--- src/rtl/anf_fl_tex_quad_addr_gen_if.sv ---
// Request/response bundle between the sampler front-end, the texture
// address generator and the texture cache request port.
interface anf_fl_tex_quad_addr_gen_if #(
  parameter int ADDR_W  = 32,
  parameter int COORD_W = 16,
  parameter int TAG_W   = 4
);
  // request channel
  logic               req_valid;
  logic               req_ready;
  logic [COORD_W-1:0] req_x;
  logic [COORD_W-1:0] req_y;
  logic [63:0]        req_meta;
  logic               req_bilin;
  logic [TAG_W-1:0]   req_tag;
  // texel address channel
  logic               out_valid;
  logic               out_ready;
  logic [ADDR_W-1:0]  out_addr;
  logic [3:0]         out_x_texel;
  logic [3:0]         out_y_texel;
  logic [1:0]         out_idx;
  logic               out_last;
  logic               out_err;
  logic [TAG_W-1:0]   out_tag;

  // requester / address consumer side
  modport master (
    output req_valid, req_x, req_y, req_meta, req_bilin, req_tag, out_ready,
    input  req_ready, out_valid, out_addr, out_x_texel, out_y_texel,
           out_idx, out_last, out_err, out_tag
  );

  // address generator side
  modport slave (
    input  req_valid, req_x, req_y, req_meta, req_bilin, req_tag, out_ready,
    output req_ready, out_valid, out_addr, out_x_texel, out_y_texel,
           out_idx, out_last, out_err, out_tag
  );
endinterface

--- src/rtl/anf_fl_tex_quad_addr_gen.sv ---
// Texture address generator: turns one sample request into 1 (point) or 4
// (bilinear quad) texel byte addresses, with repeat/clamp wrapping and
// linear / 16-bit / 4x4-block / 16x16-tile layouts. Output beats are fully
// registered; beat k+1 (or the next request's beat 0) is computed while
// beat k is presented.
module anf_fl_tex_quad_addr_gen #(
  parameter int ADDR_W  = 32,
  parameter int COORD_W = 16,
  parameter int TAG_W   = 4
) (
  input  logic clk,
  input  logic rst_n,
  anf_fl_tex_quad_addr_gen_if.slave bus
);

  typedef enum logic [0:0] {IDLE = 1'b0, EMIT = 1'b1} state_t;

  state_t             state_r;
  logic [4:0]         fmt_r;
  logic [3:0]         we_r, he_r;
  logic               clamp_r, bilin_r;
  logic [31:0]        base_r;
  logic [COORD_W-1:0] x_r, y_r;
  logic [TAG_W-1:0]   tag_r;
  logic [1:0]         k_r;

  logic               out_valid_r, out_last_r, out_err_r;
  logic [ADDR_W-1:0]  out_addr_r;
  logic [3:0]         out_x_r, out_y_r;
  logic [1:0]         out_idx_r;
  logic [TAG_W-1:0]   out_tag_r;

  logic fire_s, req_ready_s, accept_s, load_s;
  logic unused_meta_s;

  // Wrap one coordinate (plus optional +1 quad step) into [0, (1<<e)-1].
  // One extra bit keeps x+1 from rolling over before the clamp compare.
  function automatic logic [COORD_W-1:0] wrap_coord(
    input logic [COORD_W-1:0] c,
    input logic               step,
    input logic [3:0]         e,
    input logic               clamp
  );
    logic [COORD_W:0] ce, lim, res;
    ce  = {1'b0, c} + {{COORD_W{1'b0}}, step};
    lim = ({{COORD_W{1'b0}}, 1'b1} << e) - {{COORD_W{1'b0}}, 1'b1};
    if (clamp) begin
      res = (ce > lim) ? lim : ce;
    end else begin
      res = ce & lim;
    end
    return COORD_W'(res);
  endfunction

  assign fire_s      = out_valid_r & bus.out_ready;
  assign req_ready_s = rst_n & ((state_r == IDLE) | (fire_s & out_last_r));
  assign accept_s    = bus.req_valid & req_ready_s;
  // a new beat is loaded on a new request or on any non-final handshake
  assign load_s      = accept_s | (fire_s & ~out_last_r);
  assign unused_meta_s = ^bus.req_meta[31:14];

  assign bus.req_ready   = req_ready_s;
  assign bus.out_valid   = out_valid_r;
  assign bus.out_addr    = out_addr_r;
  assign bus.out_x_texel = out_x_r;
  assign bus.out_y_texel = out_y_r;
  assign bus.out_idx     = out_idx_r;
  assign bus.out_last    = out_last_r;
  assign bus.out_err     = out_err_r;
  assign bus.out_tag     = out_tag_r;

  logic [4:0]         src_fmt_s;
  logic [3:0]         src_we_s, src_he_s;
  logic               src_clamp_s, src_bilin_s;
  logic [31:0]        src_base_s;
  logic [COORD_W-1:0] src_x_s, src_y_s;
  logic [TAG_W-1:0]   src_tag_s;
  logic [1:0]         nk_s;

  // Select the request the next beat belongs to: incoming one on accept, else the latched one.
  always_comb begin
    if (accept_s) begin
      src_fmt_s   = bus.req_meta[4:0];
      src_he_s    = bus.req_meta[8:5];
      src_we_s    = bus.req_meta[12:9];
      src_clamp_s = bus.req_meta[13];
      src_base_s  = bus.req_meta[63:32];
      src_x_s     = bus.req_x;
      src_y_s     = bus.req_y;
      src_bilin_s = bus.req_bilin;
      src_tag_s   = bus.req_tag;
      nk_s        = 2'd0;
    end else begin
      src_fmt_s   = fmt_r;
      src_he_s    = he_r;
      src_we_s    = we_r;
      src_clamp_s = clamp_r;
      src_base_s  = base_r;
      src_x_s     = x_r;
      src_y_s     = y_r;
      src_bilin_s = bilin_r;
      src_tag_s   = tag_r;
      nk_s        = k_r + 2'd1;
    end
  end

  logic [COORD_W-1:0] wx_s, wy_s;
  logic [3:0]         we2_s, we4_s;
  logic [ADDR_W-1:0]  xa_s, ya_s, p_s, b_s, t_s, q_s, off_s, nb_addr_s;
  logic               nb_err_s, nb_last_s;
  logic [3:0]         nb_tx_s, nb_ty_s;

  // Compute address, texel position and flags of the next beat.
  always_comb begin
    wx_s  = wrap_coord(src_x_s, nk_s[0], src_we_s, src_clamp_s);
    wy_s  = wrap_coord(src_y_s, nk_s[1], src_he_s, src_clamp_s);
    we2_s = (src_we_s >= 4'd2) ? (src_we_s - 4'd2) : 4'd0;
    we4_s = (src_we_s >= 4'd4) ? (src_we_s - 4'd4) : 4'd0;
    xa_s  = ADDR_W'(wx_s);
    ya_s  = ADDR_W'(wy_s);
    p_s   = (ya_s << src_we_s) + xa_s;
    b_s   = ((ya_s >> 2'd2) << we2_s) + (xa_s >> 2'd2);
    t_s   = ((ya_s >> 3'd4) << we4_s) + (xa_s >> 3'd4);
    q_s   = (t_s << 4'd8) + ADDR_W'({wy_s[3:0], wx_s[3:0]});
    nb_err_s = 1'b0;
    casez (src_fmt_s)
      5'b00000:                   off_s = (p_s << 2'd1) + p_s;
      5'b00100:                   off_s = p_s << 2'd2;
      5'b???01:                   off_s = p_s << 2'd1;
      5'b00010, 5'b10010, 5'b10110: off_s = b_s << 3'd3;
      5'b00110:                   off_s = b_s << 3'd4;
      5'b00011:                   off_s = (q_s << 2'd1) + q_s;
      5'b00111:                   off_s = q_s << 2'd2;
      5'b01011, 5'b01111, 5'b10111: off_s = q_s << 2'd1;
      5'b10011:                   off_s = q_s;
      default: begin
        off_s    = {ADDR_W{1'b0}};
        nb_err_s = 1'b1;
      end
    endcase
    nb_addr_s = ADDR_W'(src_base_s) + off_s;
    if (src_fmt_s[1:0] == 2'b10) begin
      nb_tx_s = {2'b00, wx_s[1:0]};
      nb_ty_s = {2'b00, wy_s[1:0]};
    end else begin
      nb_tx_s = wx_s[3:0];
      nb_ty_s = wy_s[3:0];
    end
    nb_last_s = src_bilin_s ? (nk_s == 2'd3) : 1'b1;
  end

  // Control FSM plus registered request context and output beat.
  always_ff @(posedge clk) begin
    if (!rst_n) begin
      state_r     <= IDLE;
      fmt_r       <= 5'd0;
      we_r        <= 4'd0;
      he_r        <= 4'd0;
      clamp_r     <= 1'b0;
      bilin_r     <= 1'b0;
      base_r      <= 32'd0;
      x_r         <= {COORD_W{1'b0}};
      y_r         <= {COORD_W{1'b0}};
      tag_r       <= {TAG_W{1'b0}};
      k_r         <= 2'd0;
      out_valid_r <= 1'b0;
      out_last_r  <= 1'b0;
      out_err_r   <= 1'b0;
      out_addr_r  <= {ADDR_W{1'b0}};
      out_x_r     <= 4'd0;
      out_y_r     <= 4'd0;
      out_idx_r   <= 2'd0;
      out_tag_r   <= {TAG_W{1'b0}};
    end else begin
      if (load_s) begin
        fmt_r      <= src_fmt_s;
        we_r       <= src_we_s;
        he_r       <= src_he_s;
        clamp_r    <= src_clamp_s;
        bilin_r    <= src_bilin_s;
        base_r     <= src_base_s;
        x_r        <= src_x_s;
        y_r        <= src_y_s;
        tag_r      <= src_tag_s;
        k_r        <= nk_s;
        out_addr_r <= nb_addr_s;
        out_err_r  <= nb_err_s;
        out_x_r    <= nb_tx_s;
        out_y_r    <= nb_ty_s;
        out_idx_r  <= nk_s;
        out_last_r <= nb_last_s;
        out_tag_r  <= src_tag_s;
      end
      case (state_r)
        IDLE: begin
          if (accept_s) begin
            state_r     <= EMIT;
            out_valid_r <= 1'b1;
          end else begin
            out_valid_r <= 1'b0;
          end
        end
        EMIT: begin
          if (fire_s && out_last_r && !accept_s) begin
            state_r     <= IDLE;
            out_valid_r <= 1'b0;
            out_last_r  <= 1'b0;
          end else begin
            out_valid_r <= 1'b1;
          end
        end
        default: begin
          state_r     <= IDLE;
          out_valid_r <= 1'b0;
        end
      endcase
    end
  end

endmodule

--- src/flat_wrapper.sv ---
// flat-port wrapper written by rule: the top's interface ports become plain ports
module anf_fl_tex_quad_addr_gen_flat 
#(
  parameter int ADDR_W  = 32,
  parameter int COORD_W = 16,
  parameter int TAG_W   = 4
)
  (clk, rst_n, bus_req_valid, bus_req_x, bus_req_y, bus_req_meta, bus_req_bilin, bus_req_tag, bus_out_ready, bus_req_ready, bus_out_valid, bus_out_addr, bus_out_x_texel, bus_out_y_texel, bus_out_idx, bus_out_last, bus_out_err, bus_out_tag);
  anf_fl_tex_quad_addr_gen_if #(.ADDR_W(ADDR_W), .COORD_W(COORD_W), .TAG_W(TAG_W)) bus_i ();
  input  logic clk;
  input  logic rst_n;
  input wire logic [$bits(bus_i.req_valid)-1:0] bus_req_valid;
  input wire logic [$bits(bus_i.req_x)-1:0] bus_req_x;
  input wire logic [$bits(bus_i.req_y)-1:0] bus_req_y;
  input wire logic [$bits(bus_i.req_meta)-1:0] bus_req_meta;
  input wire logic [$bits(bus_i.req_bilin)-1:0] bus_req_bilin;
  input wire logic [$bits(bus_i.req_tag)-1:0] bus_req_tag;
  input wire logic [$bits(bus_i.out_ready)-1:0] bus_out_ready;
  output wire logic [$bits(bus_i.req_ready)-1:0] bus_req_ready;
  output wire logic [$bits(bus_i.out_valid)-1:0] bus_out_valid;
  output wire logic [$bits(bus_i.out_addr)-1:0] bus_out_addr;
  output wire logic [$bits(bus_i.out_x_texel)-1:0] bus_out_x_texel;
  output wire logic [$bits(bus_i.out_y_texel)-1:0] bus_out_y_texel;
  output wire logic [$bits(bus_i.out_idx)-1:0] bus_out_idx;
  output wire logic [$bits(bus_i.out_last)-1:0] bus_out_last;
  output wire logic [$bits(bus_i.out_err)-1:0] bus_out_err;
  output wire logic [$bits(bus_i.out_tag)-1:0] bus_out_tag;
  assign bus_i.req_valid = bus_req_valid;
  assign bus_i.req_x = bus_req_x;
  assign bus_i.req_y = bus_req_y;
  assign bus_i.req_meta = bus_req_meta;
  assign bus_i.req_bilin = bus_req_bilin;
  assign bus_i.req_tag = bus_req_tag;
  assign bus_i.out_ready = bus_out_ready;
  assign bus_req_ready = bus_i.req_ready;
  assign bus_out_valid = bus_i.out_valid;
  assign bus_out_addr = bus_i.out_addr;
  assign bus_out_x_texel = bus_i.out_x_texel;
  assign bus_out_y_texel = bus_i.out_y_texel;
  assign bus_out_idx = bus_i.out_idx;
  assign bus_out_last = bus_i.out_last;
  assign bus_out_err = bus_i.out_err;
  assign bus_out_tag = bus_i.out_tag;
  anf_fl_tex_quad_addr_gen #(.ADDR_W(ADDR_W), .COORD_W(COORD_W), .TAG_W(TAG_W)) u_core (.clk(clk), .rst_n(rst_n), .bus(bus_i));
endmodule
--- config.mk ---
export PLATFORM = sky130hd
export DESIGN_NAME = anf_fl_tex_quad_addr_gen_flat
export DESIGN_NICKNAME = d
export VERILOG_FILES = /design/src/rtl/anf_fl_tex_quad_addr_gen_if.sv /design/src/rtl/anf_fl_tex_quad_addr_gen.sv /design/src/flat_wrapper.sv
export SDC_FILE = /design/constraint.sdc
export NUM_CORES = 1
export LEC_CHECK = 0
export ABC_AREA = 0
export CELL_PAD_IN_SITES_DETAIL_PLACEMENT = 1
export CELL_PAD_IN_SITES_GLOBAL_PLACEMENT = 2
export CORE_UTILIZATION = 30
export DETAILED_ROUTE_END_ITERATION = 10
export GPL_TIMING_DRIVEN = 0
export PLACE_DENSITY = 0.78
export SLEW_MARGIN = 15
export SYNTH_ARGS = -nofsm -noshare
export SYNTH_HDL_FRONTEND = slang
export SYNTH_SLANG_ARGS = --single-unit
--- constraint.sdc ---
create_clock -name clk -period 18.8 [get_ports clk]
set_input_delay 3.76 -clock clk [delete_from_list [all_inputs] [get_ports clk]]
set_output_delay 3.76 -clock clk [all_outputs]
set_load 0.01 [all_outputs]
=== Word level (Yosys, flattened, before mapping) ===
Index checks and enable logic that the tools add are counted.

* Register bits: 128
* Input port bits: 105

* Reductions and logical operators: 8
* $add $sub $neg: 14
* Bitwise gates (word level): 11
* Shift operators: 5
* Mux-type cells: 27
* $lt $le $gt $ge: 4
* Eq/ne operators: 14

{| class="wikitable"
|+ Operators by type and width
! kind !! count
|-
| 32-bit case mux with 9 select lines || 1
|-
| 32-bit adder || 3
|-
| 16-bit two-way mux || 6
|-
| 16-bit by 1-bit adder with 17-bit output || 2
|-
| 17-bit greater-than comparator || 2
|-
| 1-bit by 4-bit left shift with 17-bit output, first input constant || 2
|-
| 17-bit by 1-bit subtractor with 17-bit output, second input constant || 2
|-
| 32-bit by 16-bit adder with 32-bit output || 1
|-
| 32-bit by 8-bit adder with 32-bit output || 1
|-
| 16-bit bitwise AND || 2
|-
| 32-bit two-way mux || 1
|-
| 16-bit by 4-bit left shift with 32-bit output || 1
|-
| 29-bit by 14-bit adder with 29-bit output || 1
|-
| 14-bit by 4-bit left shift with 29-bit output || 1
|-
| 4-bit two-way mux || 7
|-
| 24-bit by 12-bit adder with 24-bit output || 1
|-
| 12-bit by 4-bit left shift with 24-bit output || 1
|-
| 5-bit == test, second input constant || 4
|-
| 5-bit by 3-bit == test with 1-bit output, second input constant || 3
|-
| 13-bit OR reduction || 1
|-
| 5-bit by 2-bit == test with 1-bit output, second input constant || 2
|-
| 5-bit by 4-bit == test with 1-bit output, second input constant || 2
|-
| 1-bit two-way mux || 9
|-
| 3-bit OR reduction || 2
|-
| other kinds (17) || 25
|}

=== Logic depth before layout (Yosys ltp) ===
* Word-level depth: 17
* Depth in mapped cells: 70
* Mapped depth without buffers: 65

=== Worst setup path after synthesis ===
No wires, ideal clock.

* Path kind: input to register
* Start: input port rst_n
* End: register u_core.out_addr_r[31] (netlist: u_core.bus.out_addr[31])
* Setup time: 0.119 ns
* Arrival time: 16.940 ns
* Path slack: 1.741 ns
* Data required time: 18.681 ns
* Path buffers: 8
* Stages on the path: 66
* Path through: buf_2 nand2_1 nor2_2 buf_2 buf_2 buf_1 clkbuf_1 buf_1 clkbuf_1 clkbuf_1 nand2_1 nand2_1 ha_1 nand3_1 or4_1 nor2_1 xor2_1 mux2i_1 (+30 left out) o211ai_1 a41o_1 a21oi_1 o21ai_0 a21o_1 a21oi_1 xnor2_1 a2111oi_0 o31ai_1 ha_1 and3_1 a22o_1 o41ai_1 o21ai_0 a21oi_1 nand3_1 a21boi_2 nor3_2

* Elaborated cells on any way between the ends: 57
* Classes of those cells: 13 x add/sub; 4 x order compare; 12 x eq/ne; 5 x shift; 15 x mux; 5 x bitwise; 3 x reduce/logical

{| class="wikitable"
|+ RTL lines
! element !! line !! source
|-
| start, declared || flat_wrapper.sv:11 || <nowiki>input logic rst_n;</nowiki>
|-
| 1-bit bitwise AND * || anf_fl_tex_quad_addr_gen.sv:56 || <nowiki>assign req_ready_s = rst_n & ((state_r == IDLE) | (fire_s & out_last_r));</nowiki>
|-
| 1-bit bitwise AND * || anf_fl_tex_quad_addr_gen.sv:57 || <nowiki>assign accept_s = bus.req_valid & req_ready_s;</nowiki>
|-
| 16-bit two-way mux * || anf_fl_tex_quad_addr_gen.sv:82 || <nowiki>if (accept_s) begin</nowiki>
|-
| via u_core.src_y_s[0] || anf_fl_tex_quad_addr_gen.sv:76 || <nowiki>logic [COORD_W-1:0] src_x_s, src_y_s;</nowiki>
|-
| 16-bit by 1-bit adder with 17-bit output * || anf_fl_tex_quad_addr_gen.sv:45 || <nowiki>ce = {1'b0, c} + {{COORD_W{1'b0}}, step};</nowiki>
|-
| 17-bit greater-than comparator || anf_fl_tex_quad_addr_gen.sv:48 || <nowiki>res = (ce > lim) ? lim : ce;</nowiki>
|-
| 16-bit two-way mux || anf_fl_tex_quad_addr_gen.sv:48 ||
|-
| 16-bit two-way mux * || anf_fl_tex_quad_addr_gen.sv:47 || <nowiki>if (clamp) begin</nowiki>
|-
| 12-bit by 4-bit left shift with 24-bit output || anf_fl_tex_quad_addr_gen.sv:123 || <nowiki>t_s = ((ya_s >> 3'd4) << we4_s) + (xa_s >> 3'd4);</nowiki>
|-
| 24-bit by 12-bit adder with 24-bit output || anf_fl_tex_quad_addr_gen.sv:123 ||
|-
| 32-bit by 8-bit adder with 32-bit output || anf_fl_tex_quad_addr_gen.sv:124 || <nowiki>q_s = (t_s << 4'd8) + ADDR_W'({wy_s[3:0], wx_s[3:0]});</nowiki>
|-
| 32-bit adder || anf_fl_tex_quad_addr_gen.sv:132 || <nowiki>5'b00011: off_s = (q_s << 2'd1) + q_s;</nowiki>
|-
| 32-bit case mux with 9 select lines * || anf_fl_tex_quad_addr_gen.sv:126 || <nowiki>casez (src_fmt_s)</nowiki>
|-
| 32-bit adder * || anf_fl_tex_quad_addr_gen.sv:141 || <nowiki>nb_addr_s = ADDR_W'(src_base_s) + off_s;</nowiki>
|-
| end signal, assigned || anf_fl_tex_quad_addr_gen.sv:169 || <nowiki>out_addr_r <= {ADDR_W{1'b0}};</nowiki>
|-
| end signal, assigned || anf_fl_tex_quad_addr_gen.sv:186 || <nowiki>out_addr_r <= nb_addr_s;</nowiki>
|-
| end, declared || anf_fl_tex_quad_addr_gen.sv:28 || <nowiki>logic [ADDR_W-1:0] out_addr_r;</nowiki>
|}

Mark *: on every way through the listed nets, which the timed path passes. The rest lies on a longest branch.
A chain may end at the register's enable or synchronous reset.

=== Worst setup path after layout ===
* Start: input port bus_req_valid
* End: register u_core.out_addr_r[31] (netlist: u_core.bus.out_addr[31])

* Elaborated cells on any way between the ends: 56
* Classes of those cells: 13 x add/sub; 4 x order compare; 12 x eq/ne; 5 x shift; 15 x mux; 4 x bitwise; 3 x reduce/logical

{| class="wikitable"
|+ RTL lines
! element !! line !! source
|-
| start, declared || flat_wrapper.sv:12 || <nowiki>input wire logic [$bits(bus_i.req_valid)-1:0] bus_req_valid;</nowiki>
|-
| 1-bit bitwise AND * || anf_fl_tex_quad_addr_gen.sv:57 ||
|-
| 16-bit two-way mux * || anf_fl_tex_quad_addr_gen.sv:82 ||
|-
| via u_core.src_y_s[0] || anf_fl_tex_quad_addr_gen.sv:76 ||
|-
| 16-bit by 1-bit adder with 17-bit output * || anf_fl_tex_quad_addr_gen.sv:45 ||
|-
| 17-bit greater-than comparator || anf_fl_tex_quad_addr_gen.sv:48 ||
|-
| 16-bit two-way mux || anf_fl_tex_quad_addr_gen.sv:48 ||
|-
| 16-bit two-way mux * || anf_fl_tex_quad_addr_gen.sv:47 ||
|-
| 12-bit by 4-bit left shift with 24-bit output || anf_fl_tex_quad_addr_gen.sv:123 ||
|-
| 24-bit by 12-bit adder with 24-bit output || anf_fl_tex_quad_addr_gen.sv:123 ||
|-
| 32-bit by 8-bit adder with 32-bit output || anf_fl_tex_quad_addr_gen.sv:124 ||
|-
| 32-bit adder || anf_fl_tex_quad_addr_gen.sv:132 ||
|-
| 32-bit case mux with 9 select lines * || anf_fl_tex_quad_addr_gen.sv:126 ||
|-
| 32-bit adder * || anf_fl_tex_quad_addr_gen.sv:141 ||
|}

Marks and branches as above.

==> key figures <==
Clock tree
  – CTS H-tree lvls: 4
  – TritonCTS Buffers: 17
  – Root Buffer: clkbuf_16
  – Clock Tree Buf Depth: 2
  – Clock slew seen by the registers of the worst setup and hold paths: 70 ps
  – CTS Hold Buffers Added: 0
  – CTS tree: built
  – Clock sink count: 128
  – Worst-Skew Late Latency: 450 ps

STA
  – Fin crit share: 96.22%
  – Setup WS post-layout: 710.5 ps
  – Slew headroom: 18.51%
  – Hold Fails Final Rpt: 0
  – Final setup viols: 0
  – Slew @ Worst Pin: 1210 ps
  – Fmax: 0.05528 GHz
  – RSZ-0062 raised after global routing: no
  – Max-slew violation count: 0
  – Fin crit period: 18090 ps
  – Skew final: 18.79 ps

Route
  – DRC violations left: 0
  – Detailed-router iteration count before antenna repair: 6
  – Final ANT Viol Nets: 0
  – DR vias/cell: 5.858
  – Final wirelength: 94690 um
  – Routed via count: 22580
  – Drt wl/cell: 24.56 um
  – Iter 0 DRT Violations: 1462

Global route
  – Total GRT Usage: 27.51%
  – Grt total ovfl: 0
  – Initial antenna violation count: 3
  – Vias in the first global route: 23310
  – Largest net degree at the start of global routing: 20
  – First-pass GRT wire length: 142900 um

Synth
  – Synth async-reset ratio: 0%
  – Yosys reg bits: 128
  – Syn Area/Cell: 7.102 um2
  – Synth top area share: 13.00%
  – Warnings, synthesis: 0
  – Sequential fraction of the synthesis area: 12.80%
  – Netlist Area Pre-Place: 20030 um2
  – Yosys top cell by area: ha_1
  – Most common cell in the netlist: nand2_1
  – Gate Count Post-Synth: 2820
  – Post-synth top cells: nand2_1, nor2_1, ha_1
  – Number of synthesized flops with an enable pin: 0
  – Synth cell types: 112
  – Primary FF master, synth: dfxtp_1
  – Synth top area cells: ha_1, dfxtp_1, nand2_1, xnor2_1, a21oi_1

Placement
  – PortBufs: 133
  – Cell count after placement: 3819
  – DP Wirelength: 78590 um
  – Worst Setup Slack post-DPL: -4276 ps
  – DP Area: 22450 um2
  – GPL Wtd Cong: 0.9502

Job
  – Max-cap viol count: 0

Finish
  – Layout area overhead: 16.88%
  – Cell area after layout: 23410 um2
  – Finished Core Util: 35.54%
  – Share of cells above drive strength 1: 6.754%
  – Ant diodes: 0
  – Fin cells: 3855
  – Final #Nets: 3297

Power
  – Sequential fraction of design power: 17.9%
  – Pleak: 9.594 nW
  – Combinational Power Share: 61.6%
  – Pwr dens: 72.20 nW/um2
  – Switch share: 49.20%
  – VDD IR max: 0.00005734 V
  – Switching power summed over all nets: 831.5 uW
  – Internal: 858.4 uW
  – Clock power share: 20.5%

Critical path
  – CP max-delay cell: a2111oi_1
  – Required time of the critical path: 19140 ps
  – Register-to-Register Path Depth: 57
  – Family with the most delay on the worst path: compound AO/OA/AOI/OAI gates
  – CP endpoint kind: flop
  – Most common cell on crit path: ha_1
  – Startpoint types: input port
  – CP Class: input port to flop
  – Crit-path max FO: 28
  – Reg2reg setup slack: 3800 ps
  – Worst EP arrival: 18430 ps
  – Worst path max stage delay: 520 ps
  – Reg2Reg Launch Point: u_core.state_r
  – Buf/Inv on CP: 9
  – RR Endpoint: u_core.bus.out_addr[31]

Outcome
  – Outcome: complete, no violations

Die
  – Row Count: 94
  – Die Wd: 260.4 um
  – Initial Utilization: 30.41%
  – Die height: 260.4 um
  – Core footprint: 65860 um2
  – Die area: 67790 um2
  – Number of top-level pins: 155

Worst hold path
  – Hold path depth: 2
  – Hold path startpoint: u_core.bus.out_tag[0]
  – Hold WC Path Type: flop to flop
  – Hold Path Sink: u_core.bus.out_tag[0]
power by group through the flow:
| stage | sequential, mW | combinational, mW | clock (mW) |
|---|---|---|---|
| finish | 0.303 | 1.04 | 0.346 |
| CTS | 0.303 | 1.02 | 0.354 |
| floorplan | 0.311 | 0.667 | 0 |
| global route | 0.305 | 1.12 | 0.364 |
| detailed placement | 0.309 | 1.00 | 0 |
| global placement | 0.308 | 0.975 | 0 |
state kept, by name, summed over array words and instances, names as in the netlist:
signal	cells
u_core.fmt_r	5
u_core.bilin_r	1
u_core.clamp_r	1
u_core.bus.out_x_texel	4
u_core.bus.out_addr	32
u_core.base_r	32
u_core.bus.out_tag	4
u_core.y_r	16
u_core.he_r	4
u_core.state_r	1
u_core.x_r	16
u_core.bus.out_err	1
u_core.we_r	4
u_core.bus.out_idx	2
u_core.bus.out_last	1
u_core.bus.out_y_texel	4
repair_timing:
| action | in CTS | in global routing |
|---|---|---|
| gates resized for setup | 58 | 41 |
| endpoints found under the hold margin | 0 | 0 |
| pin swaps | 2 | 1 |
| setup endpoints to repair | 22 | 11 |
| setup buffers | 3 | 6 |
per-layer routing:
layer	up-vias	track usage, %	routed length, um
li1	10590	-	-
met1	11240	34.79	41960
met5	-	0	0
met3	149	2.350	3616
met2	608	47.75	45300
met4	0	11.34	3815
worst max-delay path by stage:
stage | cells past startpoint | start | slack (ps) | end
global placement | 64 | bus_req_valid | -3880 | u_core.bus.out_addr[31]
detailed placement | 64 | bus_req_valid | -4280 | u_core.bus.out_addr[31]
finish | 61 | bus_req_valid | 710 | u_core.bus.out_addr[31]
global route | 61 | bus_req_valid | 30 | u_core.bus.out_addr[31]
CTS | 65 | bus_req_valid | 7 | u_core.bus.out_addr[28]
floorplan | 66 | rst_n | 1740 | u_core.bus.out_addr[31]
per-stage QoR:
| step | power [mW] | hold slack, ps | TNS, ps |
|---|---|---|---|
| 2_1_floorplan | 0.9779 | 440.0 | 0 |
| 3_3_place_gp | 1.283 | 441.3 | -46050 |
| 3_5_place_dp | 1.309 | 449.3 | -53750 |
| 4_1_cts | 1.676 | 467.6 | 0 |
| 5_1_grt | 1.792 | 479.3 | 0 |
| 6_report | 1.690 | 464.8 | 0 |
layout make-up:
type                            count  area [um2]
Buffer                            136       606.8
Sequential cell                   128        2562
Inverter                          101       382.9
Clock inverter                     15       163.9
Clock buffer                       17       425.4
Timing Repair Buffer              142        1400
Multi-Input combinational cell   2452       16780
Tap cell                          864        1081
Fill cell                        8193       42460
kinds of logic after synthesis:
kind of cell | share of synthesized area [%]
buffers and inverters | 4.748
XOR/XNOR | 8.159
AND/OR/NAND/NOR | 28.04
multiplexers | 4.911
adder cells (fa/ha/maj) | 13.59
AO/OA/AOI/OAI | 27.71
other | 0.03750
flip-flops | 12.80
worst register-to-register path: cells and delay by family, from the launching register on:
family                   cells  cell delay, ps
flip-flops                   1             440
AO/OA/AOI/OAI               25            7310
XOR/XNOR                     2             380
adder cells (fa/ha/maj)      6            1880
AND/OR/NAND/NOR             16            3300
buffers and inverters        8            1560
placed cells by master, fill, tap and decap left out, drive strengths merged, types with 22 or more instances in the layout:
master and n:
a211oi 35, nor3 70, dfxtp 128, mux2i 72
o211ai 22, and3 23, clkbuf 121, nand4 27
a21oi 185, a21o 48, nor2 233, a21boi 34
nor4 28, ha 208, nand2b 24, and2 93
nor2b 49, o22ai 33, nand2 419, buf 41
o21ai 172, nand3 109, inv 109, xnor2 109
clkdlybuf4s50 132, o21a 27, xor2 75
No activity file was read; power rests on OpenSTA's default activity.
